## src/rtl/alarm_qualifier_nch.sv

```systemverilog
// Multi-channel debounced alarm latch on the term a | (d & ~x).
// Per-channel qualify/latch/ack FSM plus a saturating event counter.
module alarm_qualifier_nch #(
    parameter int CH    = 4,
    parameter int DEB   = 3,
    parameter int CNT_W = 8
) (
    input  logic             clk,
    input  logic             rst_n,
    input  logic [CH-1:0]    d,
    input  logic [CH-1:0]    x,
    input  logic [CH-1:0]    a,
    input  logic [CH-1:0]    ack,
    output logic [CH-1:0]    l_raw,
    output logic [CH-1:0]    l_out,
    output logic             any_alarm,
    output logic [CNT_W-1:0] event_cnt
);

    localparam int QW = $clog2(DEB + 1);
    localparam int SW = $clog2(CH + 1);
    localparam int TW = ((CNT_W > SW) ? CNT_W : SW) + 1;

    localparam logic [1:0] S_IDLE  = 2'd0;
    localparam logic [1:0] S_QUAL  = 2'd1;
    localparam logic [1:0] S_ALARM = 2'd2;
    localparam logic [1:0] S_WAIT  = 2'd3;

    localparam logic [QW-1:0] DEB_Q = QW'(DEB);
    localparam logic [TW-1:0] MAX_V =
        {{(TW - CNT_W){1'b0}}, {CNT_W{1'b1}}};

    logic [1:0]       state_q [CH];
    logic [1:0]       state_d [CH];
    logic [QW-1:0]    qcnt_q  [CH];
    logic [QW-1:0]    qcnt_d  [CH];
    logic [CH-1:0]    enter;
    logic [CH-1:0]    l_out_d;
    logic [CH-1:0]    l_out_q;
    logic             any_q;
    logic [SW-1:0]    n_enter;
    logic [TW-1:0]    sum_w;
    logic [CNT_W-1:0] cnt_d;
    logic [CNT_W-1:0] cnt_q;
    logic [QW-1:0]    qnxt;

    // Raw alarm term, no reset dependence.
    always_comb begin
        l_raw = a | (d & ~x);
    end

    // Per-channel next state: debounce, latch, acknowledge, wait for low.
    always_comb begin
        enter   = '0;
        l_out_d = '0;
        qnxt    = '0;
        for (int i = 0; i < CH; i++) begin
            state_d[i] = state_q[i];
            qcnt_d[i]  = qcnt_q[i];
            qnxt       = qcnt_q[i] + QW'(1);
            case (state_q[i])
                S_IDLE: begin
                    if (l_raw[i]) begin
                        if (DEB == 1) begin
                            state_d[i] = S_ALARM;
                            qcnt_d[i]  = '0;
                            enter[i]   = 1'b1;
                        end else begin
                            state_d[i] = S_QUAL;
                            qcnt_d[i]  = QW'(1);
                        end
                    end
                end
                S_QUAL: begin
                    if (!l_raw[i]) begin
                        state_d[i] = S_IDLE;
                        qcnt_d[i]  = '0;
                    end else if (qnxt == DEB_Q) begin
                        state_d[i] = S_ALARM;
                        qcnt_d[i]  = '0;
                        enter[i]   = 1'b1;
                    end else begin
                        qcnt_d[i]  = qnxt;
                    end
                end
                S_ALARM: begin
                    if (ack[i]) begin
                        state_d[i] = l_raw[i] ? S_WAIT : S_IDLE;
                        qcnt_d[i]  = '0;
                    end
                end
                default: begin
                    if (!l_raw[i]) begin
                        state_d[i] = S_IDLE;
                    end
                end
            endcase
            l_out_d[i] = (state_d[i] == S_ALARM);
        end
    end

    // Count this edge's ALARM entries and saturate the running total.
    always_comb begin
        n_enter = '0;
        for (int i = 0; i < CH; i++) begin
            n_enter = n_enter + SW'(enter[i]);
        end
        sum_w = TW'(cnt_q) + TW'(n_enter);
        cnt_d = (sum_w > MAX_V) ? {CNT_W{1'b1}} : sum_w[CNT_W-1:0];
    end

    // State, latched alarms and counter registers.
    always_ff @(posedge clk) begin
        if (!rst_n) begin
            for (int i = 0; i < CH; i++) begin
                state_q[i] <= S_IDLE;
                qcnt_q[i]  <= '0;
            end
            l_out_q <= '0;
            any_q   <= 1'b0;
            cnt_q   <= '0;
        end else begin
            for (int i = 0; i < CH; i++) begin
                state_q[i] <= state_d[i];
                qcnt_q[i]  <= qcnt_d[i];
            end
            l_out_q <= l_out_d;
            any_q   <= |l_out_d;
            cnt_q   <= cnt_d;
        end
    end

    assign l_out     = l_out_q;
    assign any_alarm = any_q;
    assign event_cnt = cnt_q;

endmodule

```

## config.mk

```make
export PLATFORM = sky130hd
export DESIGN_NAME = alarm_qualifier_nch
export DESIGN_NICKNAME = d
export VERILOG_FILES = /design/src/rtl/alarm_qualifier_nch.sv
export SDC_FILE = /design/constraint.sdc
export NUM_CORES = 1
export LEC_CHECK = 0
export BUFFER_PORTS_ARGS = -buffer_cell sky130_fd_sc_hd__buf_2
export CORE_AREA = 2 2 60 84
export DETAILED_ROUTE_END_ITERATION = 16
export DIE_AREA = 0 0 62 86
export GPL_TIMING_DRIVEN = 0
export PLACE_DENSITY = 0.74
export RECOVER_POWER = 50
export SLEW_MARGIN = 20
export SYNTH_ARGS = -nofsm -noshare
export SYNTH_HDL_FRONTEND = slang
export SYNTH_SLANG_ARGS = --single-unit
export TNS_END_PERCENT = 30
```

## constraint.sdc

```tcl
create_clock -name clk -period 2.9 [get_ports clk]
set_input_delay 0.58 -clock clk [delete_from_list [all_inputs] [get_ports clk]]
set_output_delay 0.58 -clock clk [all_outputs]
set_load 0.005 [all_outputs]
```

==> summary.md, run 1 <==
| Metric | Value |
|---|---|
| Clk slew on worst S/H paths | 0.06 ns |
| Mapped Area | 1890 µm² |
| Fillers | 453 |
| Vias | 1729 |
| Crit. End Element | flop |
| CP max stage delay | 0.52 ns |
| Die height | 86 µm |
| Drt initial violations | 68 |
| Slew Viols, Final | 0 |
| Clk_skew | 0.00506 ns |
| Worst min path class | reg2reg |
| Ys flop type | dfxtp_1 |
| Placed cells | 319 |
| Final HPWL DP | 3.17 mm |
| Worst setup SP type | primary input |
| Top cell family by delay on the critical path | adder cells |
| Number of I/O port buffers | 34 |
| Fmax | 360 MHz |
| CTS tree | built |
| Initial antenna violation count | 0 |
| Antenna Cells | 0 |
| Vias per cell | 5.27 |
| Global-route wire length before repair | 6.72 mm |
| Rows | 29 |
| Sink Count | 29 |
| Cell variety after synth | 46 |
| Critical Path RT | 3.04 ns |
| Critical path origin | x[2] |
| Io pins | 35 |
| Worst-Margin Slew | 0.516 ns |
| Setup-failing EPs final | 0 |
| Synth area leaders | dfxtp_1 31%, ha_1 12%, nor2_1 4.8% |
| Seq/Total Area, Yosys | 0.307 |
| Die area | 5330 µm² |
| Syn_nets | 262 |
| Die width | 62 µm |
| Max FO, Critical Path | 4 |
| Pwr/cell area | 423 nW/µm² |
| Max transition margin | 0.656 |
| Hold Violations, Final | 0 |
| Minimum clock period | 2.77 ns |
| RSZ-0062 raised after global routing | true |
| Area delta synth->final | 20.8% |
| Routed Antenna Nets | 0 |
| Footprint of the multi-input gates | 1290 µm² |
| WP data arrival | 2.91 ns |
| Share of layout cells above drive strength 1 | 0.203 |
| Syn Inst Count | 223 |
| Worst R2R Start | state_q[2][0] |
| EDFF count, synth | 0 |
| Top cell type's share of synthesized area | 0.307 |
| Clk_lat worst skew | 0.27 ns |
| Grt total ovfl | 0 |
| Vias in the first global route | 1599 |
| Register area | 582 µm² |
| Core area | 4540 µm² |
| WL per Instance | 12.3 µm |
| Deepest clock path buffer count | 2 |
| Min-Delay Startpoint | qcnt_q[2][1] |
| Kind of critical path | in2reg |
| MaxCap Viol Count | 0 |
| Setup WS pre-CTS | -0.239 ns |
| Max stage delay cell, worst path | fa_1 |
| Status | finished, final reports clean |
| Buf/Inv on CP | 2 |
| Starting density of the core | 0.417 |
| H-tree level count | 2 |
| DRC violations left | 0 |
| Final worst slack | 0.126 ns |
| Yosys warns | 0 |
| Root Driver | clkbuf_8 |
| FF+latch count, synth | 29 |
| Gr usage total | 0.163 |
| Inserted Clock Buffers | 5 |
| Final cycle utilization of the critical path | 0.957 |
| Final nets | 304 |
| Global placer's final weighted congestion | 0.847 |
| Largest net degree at the start of global routing | 11 |
| Synthesized area per cell | 8.47 µm² |
| Post-synthesis async set-or-reset flop share | 0 |
| Leakage | 0.000938 µW |
| Max VDD drop | 0.204 mV |
| Crit-path cells | buf_2 > nor2b_2 > or2_4 > nand2_1 > or2_4 > fa_1 > fa_2 > inv_2 > fa_2 > and3_4 > nor3b_2 > nor3_1 |
| Non-filler cells, final | 328 |
| Synth area leader | dfxtp_1 |
| Drt first pass iters | 4 |
| Total Wirelength | 4.04 mm |
-- worst paths after layout --
kind	to	slack (ns)	cells past startpoint
setup / recovery	event_cnt[7]	0.13	12
hold / removal	qcnt_q[2][1]	0.50	2
setup reg to reg	event_cnt[7]	0.14	10
hold reg to reg	qcnt_q[2][1]	0.50	2
-- cells in the final DEF (no fill, tap or decap), drive strengths merged, types with 4 or more instances in the layout --
cell type,n
buf,28
nor3,5
nor2b,11
nor2,24
and2,4
inv,16
a21oi,14
nand3,7
dfxtp,29
nand2b,9
ha,18
a211oi,6
o21ai,12
nand2,9
or4,4
nor3b,6
clkbuf,16
-- per-layer routing --
| layer | share of wire | routed length, µm | up-vias | global-route usage |
|---|---|---|---|---|
| met5 | 0 | 0 | - | 0 |
| met2 | 0.52 | 2090 | 47 | 0.297 |
| met1 | 0.43 | 1750 | 796 | 0.181 |
| met3 | 0.041 | 164 | 4 | 0.0241 |
| li1 | - | - | 882 | - |
| met4 | 0.010 | 42 | 0 | 0.0561 |
-- cells in the mapped netlist, types with 4 or more instances --
library cell  count
dfxtp_1          29
nor2_1           24
ha_1             18
inv_1            16
a21oi_1          14
o21ai_0          12
nor2b_1          11
nand2_1           9
nand2b_1          9
nand3_1           7
a211oi_1          6
nor3b_1           6
nor3_1            5
and2_1            4
or4_1             4
-- through the flow --
stage / total power (µW) / util / setup TNS (ns) / hold WS (ns) / instance area (µm²)
2_1_floorplan: 564 / - / 0 / 0.468 / 1920
3_3_place_gp: 610 / 0.478 / -1.30 / 0.486 / 2170
3_5_place_dp: 615 / 0.478 / -1.60 / 0.503 / 2170
4_1_cts: 973 / 0.501 / 0 / 0.504 / 2270
5_1_grt: 1020 / 0.503 / -0.0329 / 0.529 / 2280
6_report: 965 / 0.503 / 0 / 0.497 / 2280
-- tightest hold or removal path, delay by kind of cell (launching register included) --
family          cells  cell delay (ns)
flops               1             0.33
compound gates      1             0.05
simple gates        1             0.07
-- flip-flops by register name, summed over array words and instances, names as in the netlist --
| name | flops |
|---|---|
| any_alarm | 1 |
| state_q | 8 |
| event_cnt | 8 |
| qcnt_q | 8 |
| l_out | 4 |
-- cell type report --
class	instances	area share
clock buffer	7	0.0422
tap	62	0.0340
sequential	29	0.255
multi-input combinational	176	0.564
inverter	16	0.0263
buffer	2	0.00329
clock inverter	1	0.00219
timing repair buffer	35	0.0729
-- power breakdown --
| group | internal (µW) | total [µW] | switching (µW) |
|---|---|---|---|
| combinational | 76.3 | 172 | 96.2 |
| sequential | 417 | 436 | 19.4 |
| clock | 214 | 356 | 142 |
| total | 707 | 965 | 258 |
-- logic make-up (layout without fill, tap and decap cells) --
family / Yosys count / count (layout) / synth area share
and+or+nand+nor: 90 / 90 / 0.265
AOI/OAI and AO/OA: 60 / 60 / 0.217
buffers and inverters: 18 / 61 / 0.0358
xor gates and xnor gates: 4 / 4 / 0.0185
muxes: 1 / 1 / 0.00530
DFF: 29 / 29 / 0.307
adders and majority gates: 21 / 21 / 0.151
-- timing repair --
| action | 4_1_cts | 5_1_grt |
|---|---|---|
| resized for setup | 0 | 8 |
| hold buffers | 0 | 0 |
| setup endpoints to repair | 0 | 8 |
| buffers inserted | 0 | 1 |
Power figures use the tool's default switching activity.
==> run 2, diff against run 1 <==
--- a/config.mk
+++ b/config.mk
@@ -5,6 +5,7 @@
 export SDC_FILE = /design/constraint.sdc
 export NUM_CORES = 1
 export LEC_CHECK = 0
+export ABC_AREA = 1
 export BUFFER_PORTS_ARGS = -buffer_cell sky130_fd_sc_hd__buf_2
 export CORE_AREA = 2 2 60 84
 export DETAILED_ROUTE_END_ITERATION = 16
==> summary.md, run 2 <==
| Metric | Value |
|---|---|
| Routed Antenna Nets | 0 |
| Synth area leader | dfxtp_1 |
| CTS tree | built |
| Share of layout cells above drive strength 1 | 0.213 |
| Footprint of the multi-input gates | 1140 µm² |
| Die width | 62 µm |
| Clk_skew | 0.00572 ns |
| Leakage | 0.00128 µW |
| H-tree level count | 2 |
| Clk_lat worst skew | 0.28 ns |
| Worst R2R Start | state_q[2][1] |
| Sink Count | 29 |
| Vias per cell | 4.69 |
| Area post-placement | 2150 µm² |
| Starting density of the core | 0.419 |
| R2r endpoint | event_cnt[3] |
| Mapped Area | 1900 µm² |
| CP max stage delay | 0.51 ns |
| Hold path cells | 2 |
| Antenna Cells | 0 |
| Syn Inst Count | 277 |
| Setup TNS | 0 ns |
| Rows | 29 |
| Die area | 5330 µm² |
| Initial antenna violation count | 0 |
| WP data arrival | 2.93 ns |
| Vias | 1829 |
| Global placer's final weighted congestion | 0.868 |
| Final cycle utilization of the critical path | 0.929 |
| Io pins | 35 |
| Number of I/O port buffers | 34 |
| Critical Path RT | 3.13 ns |
| Worst min path class | reg2reg |
| Yosys warns | 0 |
| R2R depth | 15 |
| Syn_nets | 316 |
| FF+latch count, synth | 29 |
| Post-synthesis async set-or-reset flop share | 0 |
| Post-CTS Hold Buffers | 0 |
| Fillers | 442 |
| Final nets | 366 |
| MaxCap Viol Count | 0 |
| Crit. End Element | flop |
| Post-synth top cells | 66 x nand2_1, 55 x inv_1, 29 x dfxtp_1 |
| Slew Viols, Final | 0 |
| Status | finished, final reports clean |
| Gr usage total | 0.156 |
| Buf/Inv on CP | 5 |
| Grt total ovfl | 0 |
| Top cell family by delay on the critical path | adder cells |
| Post-route core utilization | 0.526 |
| Register area | 584 µm² |
| Most common cell on crit path | nand2_2 |
| Max stage delay cell, worst path | fa_1 |
| Worst setup SP type | primary input |
| WL per Instance | 10.1 µm |
| Seq/Total Area, Yosys | 0.306 |
| Commonest non-fill, non-tap cell in the layout | nand2_1 |
| Fmax | 371 MHz |
| Total Wirelength | 3.92 mm |
| Drt first pass iters | 4 |
| RSZ-0062 raised after global routing | false |
| Count leader, synth | nand2_1 |
| Commonest non-fill, non-tap cells in the layout | 63 x nand2_1, 53 x inv_1, 29 x buf_2 |
| Max VDD drop | 0.258 mV |
| Core area | 4540 µm² |
| Synthesized area per cell | 6.86 µm² |
| Setup WS pre-CTS | -0.260 ns |
| Drt initial violations | 91 |
| Final worst slack | 0.205 ns |
| Hold Violations, Final | 0 |
| Clk slew on worst S/H paths | 0.07 ns |
| Design Power | 1160 µW |
| Ys flop type | dfxtp_1 |
| Max transition margin | 0.710 |
| Root Driver | clkbuf_8 |
| Finished Cell Area | 2380 µm² |
| DRC violations left | 0 |
| Vias in the first global route | 1650 |
| Worst path depth | 17 |
| Area delta synth->final | 25.6% |
| Max FO, Critical Path | 6 |
| Synth area leaders | dfxtp_1 31%, nand2_1 13%, ha_1 12% |
| Minimum clock period | 2.70 ns |
| Crit-path cells | buf_2 > inv_1 > nand2_2 > nand2_4 > nand4_1 > fa_1 > fa_2 > inv_2 > fa_2 > nand2_2 > nor2_4 > nand3_2 > nor2_2 > nand2_2 > inv_2 > o21ai_0 > inv_1 |
| EDFF count, synth | 0 |
| Inserted Clock Buffers | 5 |
| Min-Delay Startpoint | qcnt_q[1][1] |
| Pwr/cell area | 488 nW/µm² |
| Top cell type's share of synthesized area | 0.306 |
| Final HPWL DP | 2.94 mm |
| Setup-failing EPs final | 0 |
| Deepest clock path buffer count | 2 |
| Cell variety after synth | 31 |
| Die height | 86 µm |
| Worst-Margin Slew | 0.434 ns |
| Reg-to-reg slack, setup | 0.23 ns |
| Kind of critical path | in2reg |
| Largest net degree at the start of global routing | 11 |
| Global-route wire length before repair | 6.51 mm |
| Hold endpoint | qcnt_q[1][1] |
==> run 2: cell count changes after synthesis, sizes merged, moves of 4 or more <==
cell    before  now
a21oi       14   18
and2         4    0
inv         16   56
nand2        9   73
nand2b       9    0
nand3        7   22
nor2b       11    0
nor3b        6    0
or4          4    0
==> run 2: worst max path at each step <==
| stage | startpoint | endpoint | slack, ns |
|---|---|---|---|
| after floorplan | x[0] | event_cnt[5] | 0.13 |
| after global placement | x[0] | event_cnt[3] | -0.20 |
| after detailed placement | x[0] | event_cnt[3] | -0.26 |
| after CTS | state_q[0][1] | event_cnt[3] | 0.001 |
| after global routing | x[2] | event_cnt[3] | 0.007 |
| final | x[0] | event_cnt[3] | 0.20 |
==> run 2: cell families (layout without fill, tap and decap cells) <==
family          after synthesis  count (layout)  share of synthesized area
fa+ha+maj                    21              21                      0.150
xor+xnor                      3               3                     0.0138
flops                        29              29                      0.306
simple gates                126             126                      0.294
buf+inv                      58             109                      0.115
compound gates               40              40                      0.121
==> run 2: cell type report <==
type	instances	share of cell area
clock buffer	5	0.0289
sequential	29	0.245
multi-input combinational	190	0.478
inverter	56	0.0881
clock inverter	3	0.0273
tap	62	0.0325
timing repair buffer	43	0.0965
buffer	2	0.00367
==> run 2: tightest hold or removal path: cells and delay by family, from the launching register on <==
kind	cells	cell delay (ns)
buffers and inverters	1	0.07
DFF	1	0.32
AOI/OAI and AO/OA	1	0.05
==> run 2: per-stage QoR <==
step / instances / hold WS [ns]
2_1_floorplan: 277 / 0.457
3_3_place_gp: 373 / 0.475
3_5_place_dp: 373 / 0.478
4_1_cts: 382 / 0.487
5_1_grt: 390 / 0.510
6_report: 390 / 0.489
==> run 2: per-layer routing <==
metal	GRT usage	wire (µm)
met3	0.0287	166
met1	0.180	1670
met2	0.274	2050
met4	0.0542	38
met5	0	0
==> run 2: power breakdown <==
group          internal, µW  switching (µW)  leakage (µW)
clock                   341             162     0.0000681
sequential              424            23.9      0.000238
combinational          89.0             123      0.000974
==> run 2: timing repair <==
item,CTS,global route
setup endpoints to repair,6,7
buffers inserted,1,8
pin swaps,2,9
resized for setup,3,13
==> run 3, diff against run 2 <==
--- a/config.mk
+++ b/config.mk
@@ -7,11 +7,13 @@
 export LEC_CHECK = 0
 export ABC_AREA = 1
 export BUFFER_PORTS_ARGS = -buffer_cell sky130_fd_sc_hd__buf_2
-export CORE_AREA = 2 2 60 84
+export CELL_PAD_IN_SITES_DETAIL_PLACEMENT = 0
+export CELL_PAD_IN_SITES_GLOBAL_PLACEMENT = 1
+export CORE_AREA = 2 2 66 93
 export DETAILED_ROUTE_END_ITERATION = 16
-export DIE_AREA = 0 0 62 86
+export DIE_AREA = 0 0 68 95
 export GPL_TIMING_DRIVEN = 0
-export PLACE_DENSITY = 0.74
+export PLACE_DENSITY = 0.82
 export RECOVER_POWER = 50
 export SLEW_MARGIN = 20
 export SYNTH_ARGS = -nofsm -noshare
==> summary.md, run 3 (same netlist as run 2, synthesis figures left out) <==
| Metric | Value |
|---|---|
| Post-CTS Hold Buffers | 0 |
| Net Sw Frac | 0.290 |
| Kind of critical path | in2reg |
| Global placer's final weighted congestion | 0.834 |
| Inserted Clock Buffers | 5 |
| Max transition margin | 0.667 |
| Core area | 5700 µm² |
| Fmax | 368 MHz |
| Top cell family by delay on the critical path | adder cells |
| Buf/Inv on CP | 4 |
| Slew Viols, Final | 0 |
| Commonest non-fill, non-tap cell in the layout | nand2_1 |
| CTS tree | built |
| Antenna Cells | 0 |
| Root Driver | clkbuf_8 |
| Worst-Margin Slew | 0.499 ns |
| Vias | 1805 |
| Global-route wire length before repair | 6.76 mm |
| WP data arrival | 2.94 ns |
| WL per Instance | 10.2 µm |
| Die height | 95 µm |
| Hold Violations, Final | 0 |
| Setup-failing EPs final | 0 |
| DRC violations left | 0 |
| Worst min path class | reg2reg |
| Pwr/cell area | 438 nW/µm² |
| Clock Power Share | 0.360 |
| Footprint of the multi-input gates | 1120 µm² |
| Clk slew on worst S/H paths | 0.07 ns |
| Vias in the first global route | 1653 |
| Die width | 68 µm |
| Min-Delay Startpoint | qcnt_q[0][1] |
| Final HPWL DP | 3.13 mm |
| Routed Antenna Nets | 0 |
| Total Wirelength | 4.02 mm |
| Most common cell on crit path | nand2_1 |
| Starting density of the core | 0.333 |
| Critical path origin | x[0] |
| Critical Path RT | 3.12 ns |
| Crit-path cells | buf_2 > inv_1 > nand2_1 > nand2_2 > nand4_1 > fa_1 > fa_2 > inv_2 > fa_2 > nand2_1 > nor2_2 > nand3_2 > nor2_2 > nand2_2 > nand2_1 > o21ai_1 > inv_1 |
| Die area | 6460 µm² |
| Worst R2R Start | state_q[0][0] |
| Rows | 33 |
| Register area | 583 µm² |
| Final hold slack | 0.492 ns |
| Final cycle utilization of the critical path | 0.938 |
| Non-filler cells, final | 395 |
| Max VDD drop | 0.168 mV |
| CP max stage delay | 0.52 ns |
| Deepest clock path buffer count | 2 |
| Largest net degree at the start of global routing | 11 |
| Placed cells | 381 |
| Grt total ovfl | 0 |
| Switching pwr | 294 µW |
| Final nets | 363 |
| Sink Count | 29 |
| H-tree level count | 2 |
| MaxCap Viol Count | 0 |
| Worst setup SP type | primary input |
| Fillers | 625 |
| Vias per cell | 4.57 |
| Leakage | 0.00124 µW |
| Clk_lat worst skew | 0.28 ns |
| Io pins | 35 |
| Drt first pass iters | 4 |
| Gr usage total | 0.135 |
| Int Pwr | 721 µW |
| Drt initial violations | 75 |
| Initial antenna violation count | 0 |
| Number of I/O port buffers | 34 |
| Status | finished, final reports clean |
| Max stage delay cell, worst path | fa_1 |
| Max FO, Critical Path | 6 |
| Share of layout cells above drive strength 1 | 0.185 |
| Minimum clock period | 2.72 ns |
| Proportion of power drawn by combinational gates | 0.199 |
| Area delta synth->final | 22.0% |
| Sequential fraction of design power | 0.441 |
| Crit. End Element | flop |
| Clk_skew | 0.00782 ns |
| Commonest non-fill, non-tap cells in the layout | 66 x nand2_1, 53 x inv_1, 27 x dfxtp_1 |
[run 3: changes by cell type in the layout (fill, tap and decap cells not counted), moves of 2 or more]
cell and delta:
nand2_1 +3, clkbuf_1 +3, nand2_2 -2, bufinv_16 -2, buf_4 -3, clkbuf_8 +2, buf_2 -3
[run 3: final timing paths]
path / to / slack, ns / depth (start not counted)
min: qcnt_q[0][1] / 0.49 / 2
max: event_cnt[5] / 0.18 / 17
max reg2reg: event_cnt[5] / 0.20 / 14
min reg2reg: qcnt_q[0][1] / 0.49 / 2
[run 3: metrics by stage]
step | setup slack, ns | setup TNS (ns) | area (µm²) | utilization | total power, µW
6_report | 0.181 | 0 | 2320 | 0.407 | 1010
5_1_grt | -0.0130 | -0.0313 | 2320 | 0.407 | 1080
4_1_cts | 0.0147 | 0 | 2280 | 0.401 | 1030
3_5_place_dp | -0.207 | -1.17 | 2160 | 0.379 | 656
3_3_place_gp | -0.195 | -1.08 | 2160 | 0.379 | 653
2_1_floorplan | 0.127 | 0 | 1900 | - | 601
[run 3: timing repair]
item | 4_1_cts | 5_1_grt
gates resized for setup | 5 | 5
endpoints found under the setup margin | 6 | 7
setup buffers | 1 | 5
pin swaps | 3 | 9
[run 3: tightest hold or removal path: stages (launching register included)]
cell and delay, ns:
dfxtp_1 0.32, inv_1 0.07, a21oi_1 0.06
[run 3: layer usage]
layer | part of all wire | global-route usage | up-vias
met2 | 0.51 | 0.242 | 33
li1 | - | - | 968
met1 | 0.42 | 0.149 | 795
met3 | 0.037 | 0.0250 | 9
met5 | 0 | 0 | -
met4 | 0.027 | 0.0600 | 0
[run 3: power groups by stage]
stage / Sequential, µW / Clock (µW) / Combinational [µW]
4_1_cts: 447 / 376 / 205
5_1_grt: 450 / 397 / 237
6_report: 447 / 366 / 202
3_3_place_gp: 453 / 0 / 199
3_5_place_dp: 454 / 0 / 202
2_1_floorplan: 449 / 0 / 153
[run 3: cell type report]
cell class,count,area share
Multi-Input combinational cell,190,0.484
Sequential cell,29,0.252
Inverter,56,0.0907
Timing Repair Buffer,40,0.0880
Clock buffer,7,0.0416
Tap cell,70,0.0378
Buffer,2,0.00378
Clock inverter,1,0.00216
